==> src/rtl/da_dct_row_sequencer.sv <==
`default_nettype none
// ============================================================================
// Module      : da_dct_row_sequencer
// Description : Bit-serial distributed-arithmetic sequencer for an 8-point
//               transform ROM bank; emits rows 0..7 on a valid/ready port.
// Revision    : 1.0 - initial release
// ============================================================================
module da_dct_row_sequencer #(
    parameter int W     = 8,
    parameter int ACC_W = W + 11
) (
    input  logic                    clk,
    input  logic                    rst_n,
    input  logic                    in_valid,
    output logic                    in_ready,
    input  logic [8*W-1:0]          x_in,
    output logic [7:0]              rom_s,
    output logic [4:0]              rom_count,
    input  logic signed [10:0]      rom_data,
    output logic signed [ACC_W-1:0] y_out,
    output logic [2:0]              y_idx,
    output logic                    y_valid,
    input  logic                    y_ready,
    output logic                    busy
);

    localparam int             C_BW    = (W > 1) ? $clog2(W) : 1;
    localparam logic [C_BW-1:0] C_B_MSB = C_BW'(W - 1);

    typedef enum logic [1:0] {
        S_IDLE    = 2'd0,
        S_COMPUTE = 2'd1,
        S_OUTPUT  = 2'd2
    } state_t;

    state_t                  state_q, state_d;
    logic [2:0]              row_q, row_d;
    logic [C_BW-1:0]         b_q, b_d;
    logic signed [ACC_W-1:0] acc_q, acc_d;
    logic [8*W-1:0]          x_q, x_d;
    logic signed [ACC_W-1:0] y_out_q, y_out_d;
    logic [2:0]              y_idx_q, y_idx_d;
    logic                    y_valid_q, y_valid_d;
    logic [7:0]              rom_s_q, rom_s_d;
    logic [4:0]              rom_count_q, rom_count_d;
    logic                    in_ready_q, in_ready_d;
    logic                    busy_q, busy_d;

    logic signed [ACC_W-1:0] w_rom_ext;
    logic signed [ACC_W-1:0] w_acc_next;

    assign w_rom_ext  = {{(ACC_W-11){rom_data[10]}}, rom_data};
    // The MSB slice carries negative weight in two's complement.
    assign w_acc_next = (b_q == C_B_MSB) ? (-w_rom_ext) : ((acc_q <<< 1) + w_rom_ext);

    always_comb begin
        state_d   = state_q;
        row_d     = row_q;
        b_d       = b_q;
        acc_d     = acc_q;
        x_d       = x_q;
        y_out_d   = y_out_q;
        y_idx_d   = y_idx_q;
        y_valid_d = y_valid_q;
        case (state_q)
            S_IDLE: begin
                if (in_valid) begin
                    x_d     = x_in;
                    row_d   = 3'd0;
                    b_d     = C_B_MSB;
                    acc_d   = '0;
                    state_d = S_COMPUTE;
                end
            end
            S_COMPUTE: begin
                acc_d = w_acc_next;
                if (b_q == '0) begin
                    y_out_d   = w_acc_next;
                    y_idx_d   = row_q;
                    y_valid_d = 1'b1;
                    state_d   = S_OUTPUT;
                end else begin
                    b_d = b_q - 1'b1;
                end
            end
            S_OUTPUT: begin
                if (y_ready) begin
                    y_valid_d = 1'b0;
                    if (row_q != 3'd7) begin
                        row_d   = row_q + 3'd1;
                        b_d     = C_B_MSB;
                        state_d = S_COMPUTE;
                    end else begin
                        state_d = S_IDLE;
                    end
                end
            end
            default: state_d = S_IDLE;
        endcase

        // ROM address is registered from next-state values so it holds whenever b/row/x hold.
        rom_s_d = '0;
        for (int i = 0; i < 8; i++) begin
            rom_s_d[i] = x_d[i*W + int'(b_d)];
        end
        rom_count_d = {2'b00, row_d};
        in_ready_d  = (state_d == S_IDLE);
        busy_d      = (state_d != S_IDLE);
    end

    always_ff @(posedge clk or negedge rst_n) begin
        if (!rst_n) begin
            state_q     <= S_IDLE;
            row_q       <= '0;
            b_q         <= '0;
            acc_q       <= '0;
            x_q         <= '0;
            y_out_q     <= '0;
            y_idx_q     <= '0;
            y_valid_q   <= 1'b0;
            rom_s_q     <= '0;
            rom_count_q <= '0;
            in_ready_q  <= 1'b1;
            busy_q      <= 1'b0;
        end else begin
            state_q     <= state_d;
            row_q       <= row_d;
            b_q         <= b_d;
            acc_q       <= acc_d;
            x_q         <= x_d;
            y_out_q     <= y_out_d;
            y_idx_q     <= y_idx_d;
            y_valid_q   <= y_valid_d;
            rom_s_q     <= rom_s_d;
            rom_count_q <= rom_count_d;
            in_ready_q  <= in_ready_d;
            busy_q      <= busy_d;
        end
    end

    assign in_ready  = in_ready_q;
    assign busy      = busy_q;
    assign rom_s     = rom_s_q;
    assign rom_count = rom_count_q;
    assign y_out     = y_out_q;
    assign y_idx     = y_idx_q;
    assign y_valid   = y_valid_q;

endmodule
`default_nettype wire
==> config.mk <==
export PLATFORM = sky130hd
export DESIGN_NAME = da_dct_row_sequencer
export DESIGN_NICKNAME = d
export VERILOG_FILES = /design/src/rtl/da_dct_row_sequencer.sv
export SDC_FILE = /design/constraint.sdc
export NUM_CORES = 1
export LEC_CHECK = 0
export ABC_CLOCK_PERIOD_IN_PS = 4190
export BUFFER_PORTS_ARGS = -buffer_cell sky130_fd_sc_hd__buf_2
export CAP_MARGIN = 10
export CELL_PAD_IN_SITES_DETAIL_PLACEMENT = 1
export CELL_PAD_IN_SITES_GLOBAL_PLACEMENT = 1
export CORE_MARGIN = 2
export CORE_UTILIZATION = 49
export CTS_BUF_LIST = sky130_fd_sc_hd__clkbuf_4
export CTS_CLUSTER_DIAMETER = 80
export DETAILED_ROUTE_END_ITERATION = 8
export GPL_TIMING_DRIVEN = 0
export PLACE_DENSITY = 0.95
export REMOVE_ABC_BUFFERS = 1
export SKIP_CTS_REPAIR_TIMING = 1
export SLEW_MARGIN = 10
export SYNTH_ARGS = -nofsm -noshare
export SYNTH_HDL_FRONTEND = slang
export SYNTH_SLANG_ARGS = --single-unit
==> constraint.sdc <==
create_clock -name clk -period 4.19 [get_ports clk]
set_input_delay 0.2095 -clock clk [delete_from_list [all_inputs] [get_ports clk]]
set_output_delay 0.2095 -clock clk [all_outputs]
set_load 0.01 [all_outputs]
==> flow_summary.ini <==
[floorplan]
rows = 40
boundaryPins = 117
initial_core_util = 0.506
dieArea_sq_mm = 0.0134
fp.dieH_um = 116
die_w_um = 116
core_area_sq_mm = 0.0121

[placed_design]
io_buffers = 114
dp_hpwl_um = 11600
gp_congestion = 0.892
place_area_sq_mm = 0.00689

[routing]
wl_met3_um = 1150
num_vias = 5130
drc = 0
wl_met2_um = 11500
top_layer_used = met4
met1Wirelength_um = 8130
first_pass_iters = 4
drt-total-wl_um = 21500
drtIter0Drc = 334
wl_per_cell_um = 24.5
viasPerCell = 5.86
drtAntennaViolNets = 0

[synth]
async_flop_share = 1.00
yosysWarningCount = 0
synth_edf_count = 0
yosys.area_share.simple = 0.0808
syn_area_sq_mm = 0.00610
ys_types = 51
synth_adder_area_share = 0.0504
synth_ff_type = dfrtp_1
synth_xor_area_frac = 0.0316
ys_ff_latch = 123
synth_top_family_by_area = multiplexers
muxShareOfSynthArea = 0.201
seq_area_frac_synth = 0.505
synth.avg_cell_area_sq_um = 12.0
synth_compound_area_frac = 0.105
synthCells = 510

[grt]
grt_pass1_wl_um = 26000
antenna_found_initial = 0
grtUsageTotal = 0.258
grt_max_degree = 63
grt_pass1_vias = 5141
overflow = 0

[critical_path]
crit_fanout = 17
cp.arrival_ns = 3.68
cp-start-kind = register
crit_type = register to register
required_ns = 4.64
endpoint_kind = register

[finish]
layout_common_cells = 122 x dfrtp_1, 113 x buf_2, 75 x mux2_2
area_delta_synth_final_pct = 27.8
ff_latch_area_sq_mm = 0.00308
diodes = 0
final_cell_area_sq_mm = 0.00780
final_util = 0.647
final_common_cell = dfrtp_1
nets = 798
multi_input_area_sq_mm = 0.00288
drive_gt1_frac = 0.355
fillers = 1252

[timing]
setup_viol = 0
whs_ns = 0.0307
relSlewSlack = 0.253
fin_tns_setup_ns = 0
fmax_mhz = 310
skew_ns = 0.0265
period_needed_ns = 3.23
hold_viol = 0
rsz0062_at_grt = false
fin_crit_sh = 0.771
report.final.slew_viol_count = 0
worst_slew_pin_slew_ns = 1.12

[power]
ir_worst_vdd_mv = 0.445
seq_power_share = 0.336
power.switching_mw = 2.63
p_leak_nw = 3.54
p_comb_frac = 0.538
power_density_mw_per_mm2 = 798
power.internal_mw = 3.60
p_clk_frac = 0.126
switching_share = 0.422

[job]
maxCapViolations = 0

[cts]
path_clk_slew_ns = 0.11
cts_tree = done
clk_latency_ns = 0.57
clock_sinks = 123
clock_path_buffers = 2
cts_root_buf = clkbuf_4
cts_buffers = 17
h-tree-depth = 4

[worst_hold_path]
min_path_type = input pin to register

[outcome]
status = finished clean
## worst max-delay path, cell delays in order (launching register included)
cell,delay [ns]
dfrtp_1,0.46
ha_1,0.23
ha_1,0.18
and4bb_2,0.37
nor2_2,0.09
o21ai_1,0.16
o21a_1,0.83
mux4_2,0.45
mux2_2,0.32
## flip-flops by register name (all words and copies together), names as in the netlist
| signal | flops |
|---|---|
| rom_count | 3 |
| state_q | 2 |
| y_idx | 3 |
| acc_q | 18 |
| rom_s | 8 |
| x_q | 64 |
| in_ready | 1 |
| busy | 1 |
| y_valid | 1 |
| b_q | 3 |
| y_out | 19 |
## power groups by stage
stage          registers, mW  clock network [mW]  logic, mW
5_1_grt                 2.14               0.852       3.57
3_3_place_gp            2.01                   0       2.80
6_report                2.09               0.786       3.35
4_1_cts                 2.04               0.781       3.06
3_5_place_dp            2.06                   0       3.03
2_1_floorplan           2.05                   0       2.11
## cell families after synthesis
logic type / count (synthesis)
and+or+nand+nor: 109
DFF: 123
muxes: 93
xor gates and xnor gates: 22
other: 1
adders and majority gates: 24
buffers and inverters: 35
AOI/OAI and AO/OA: 103
## final cells by class
type,instances,share of cell area
multi-input combinational,353,0.369
sequential,123,0.395
clock buffer,19,0.0183
timing repair buffer,188,0.172
clock inverter,13,0.0133
inverter,12,0.00577
tap,168,0.0269
## routing by layer
metal,track usage,up-vias
met1,0.289,2611
met2,0.452,237
met4,0.104,0
li1,-,2223
met3,0.0858,59
met5,0,-
## cell usage after synthesis, drive strengths merged (3+ instances only)
| library cell | n | share of area |
|---|---|---|
| a21oi | 27 | 0.022 |
| nand4 | 3 | 0.0031 |
| nor3 | 4 | 0.0033 |
| mux2 | 75 | 0.14 |
| o21a | 6 | 0.0074 |
| mux4 | 16 | 0.059 |
| a22o | 3 | 0.0043 |
| o211ai | 5 | 0.0062 |
| dfrtp | 122 | 0.50 |
| a221o | 5 | 0.0082 |
| ha | 23 | 0.047 |
| o21ai | 35 | 0.029 |
| a211oi | 6 | 0.0074 |
| xnor2 | 16 | 0.023 |
| nand3 | 4 | 0.0033 |
| o221ai | 3 | 0.0043 |
| nor2 | 18 | 0.011 |
| clkbuf | 11 | 0.0068 |
| nand2 | 61 | 0.038 |
| xor2 | 6 | 0.0086 |
| a21o | 3 | 0.0037 |
| nor2b | 3 | 0.0031 |
| buf | 12 | 0.013 |
| inv | 12 | 0.0074 |
## per-stage QoR
stage / power (mW) / setup slack, ns / std cells
5_1_grt: 6.56 / 0.932 / 876
2_1_floorplan: 4.15 / -2.76 / 488
3_3_place_gp: 4.81 / -5.04 / 770
3_5_place_dp: 5.09 / 1.10 / 778
4_1_cts: 5.87 / 1.10 / 810
6_report: 6.23 / 0.960 / 876
## worst paths after layout
check                           slack (ns)         to  cells past startpoint         start
worst max-delay path                  0.96   rom_s[7]                      8  rom_count[1]
worst min-delay path                  0.03   y_out[0]                      3   rom_data[0]
worst max register to register        0.96   rom_s[7]                      8  rom_count[1]
worst min register to register        0.47  y_out[11]                      2     y_out[11]
max in group asynchronous             3.24   in_ready                      3         rst_n
min in group asynchronous             0.20    x_q[42]                      2         rst_n
(Power assumes the default switching activity.)
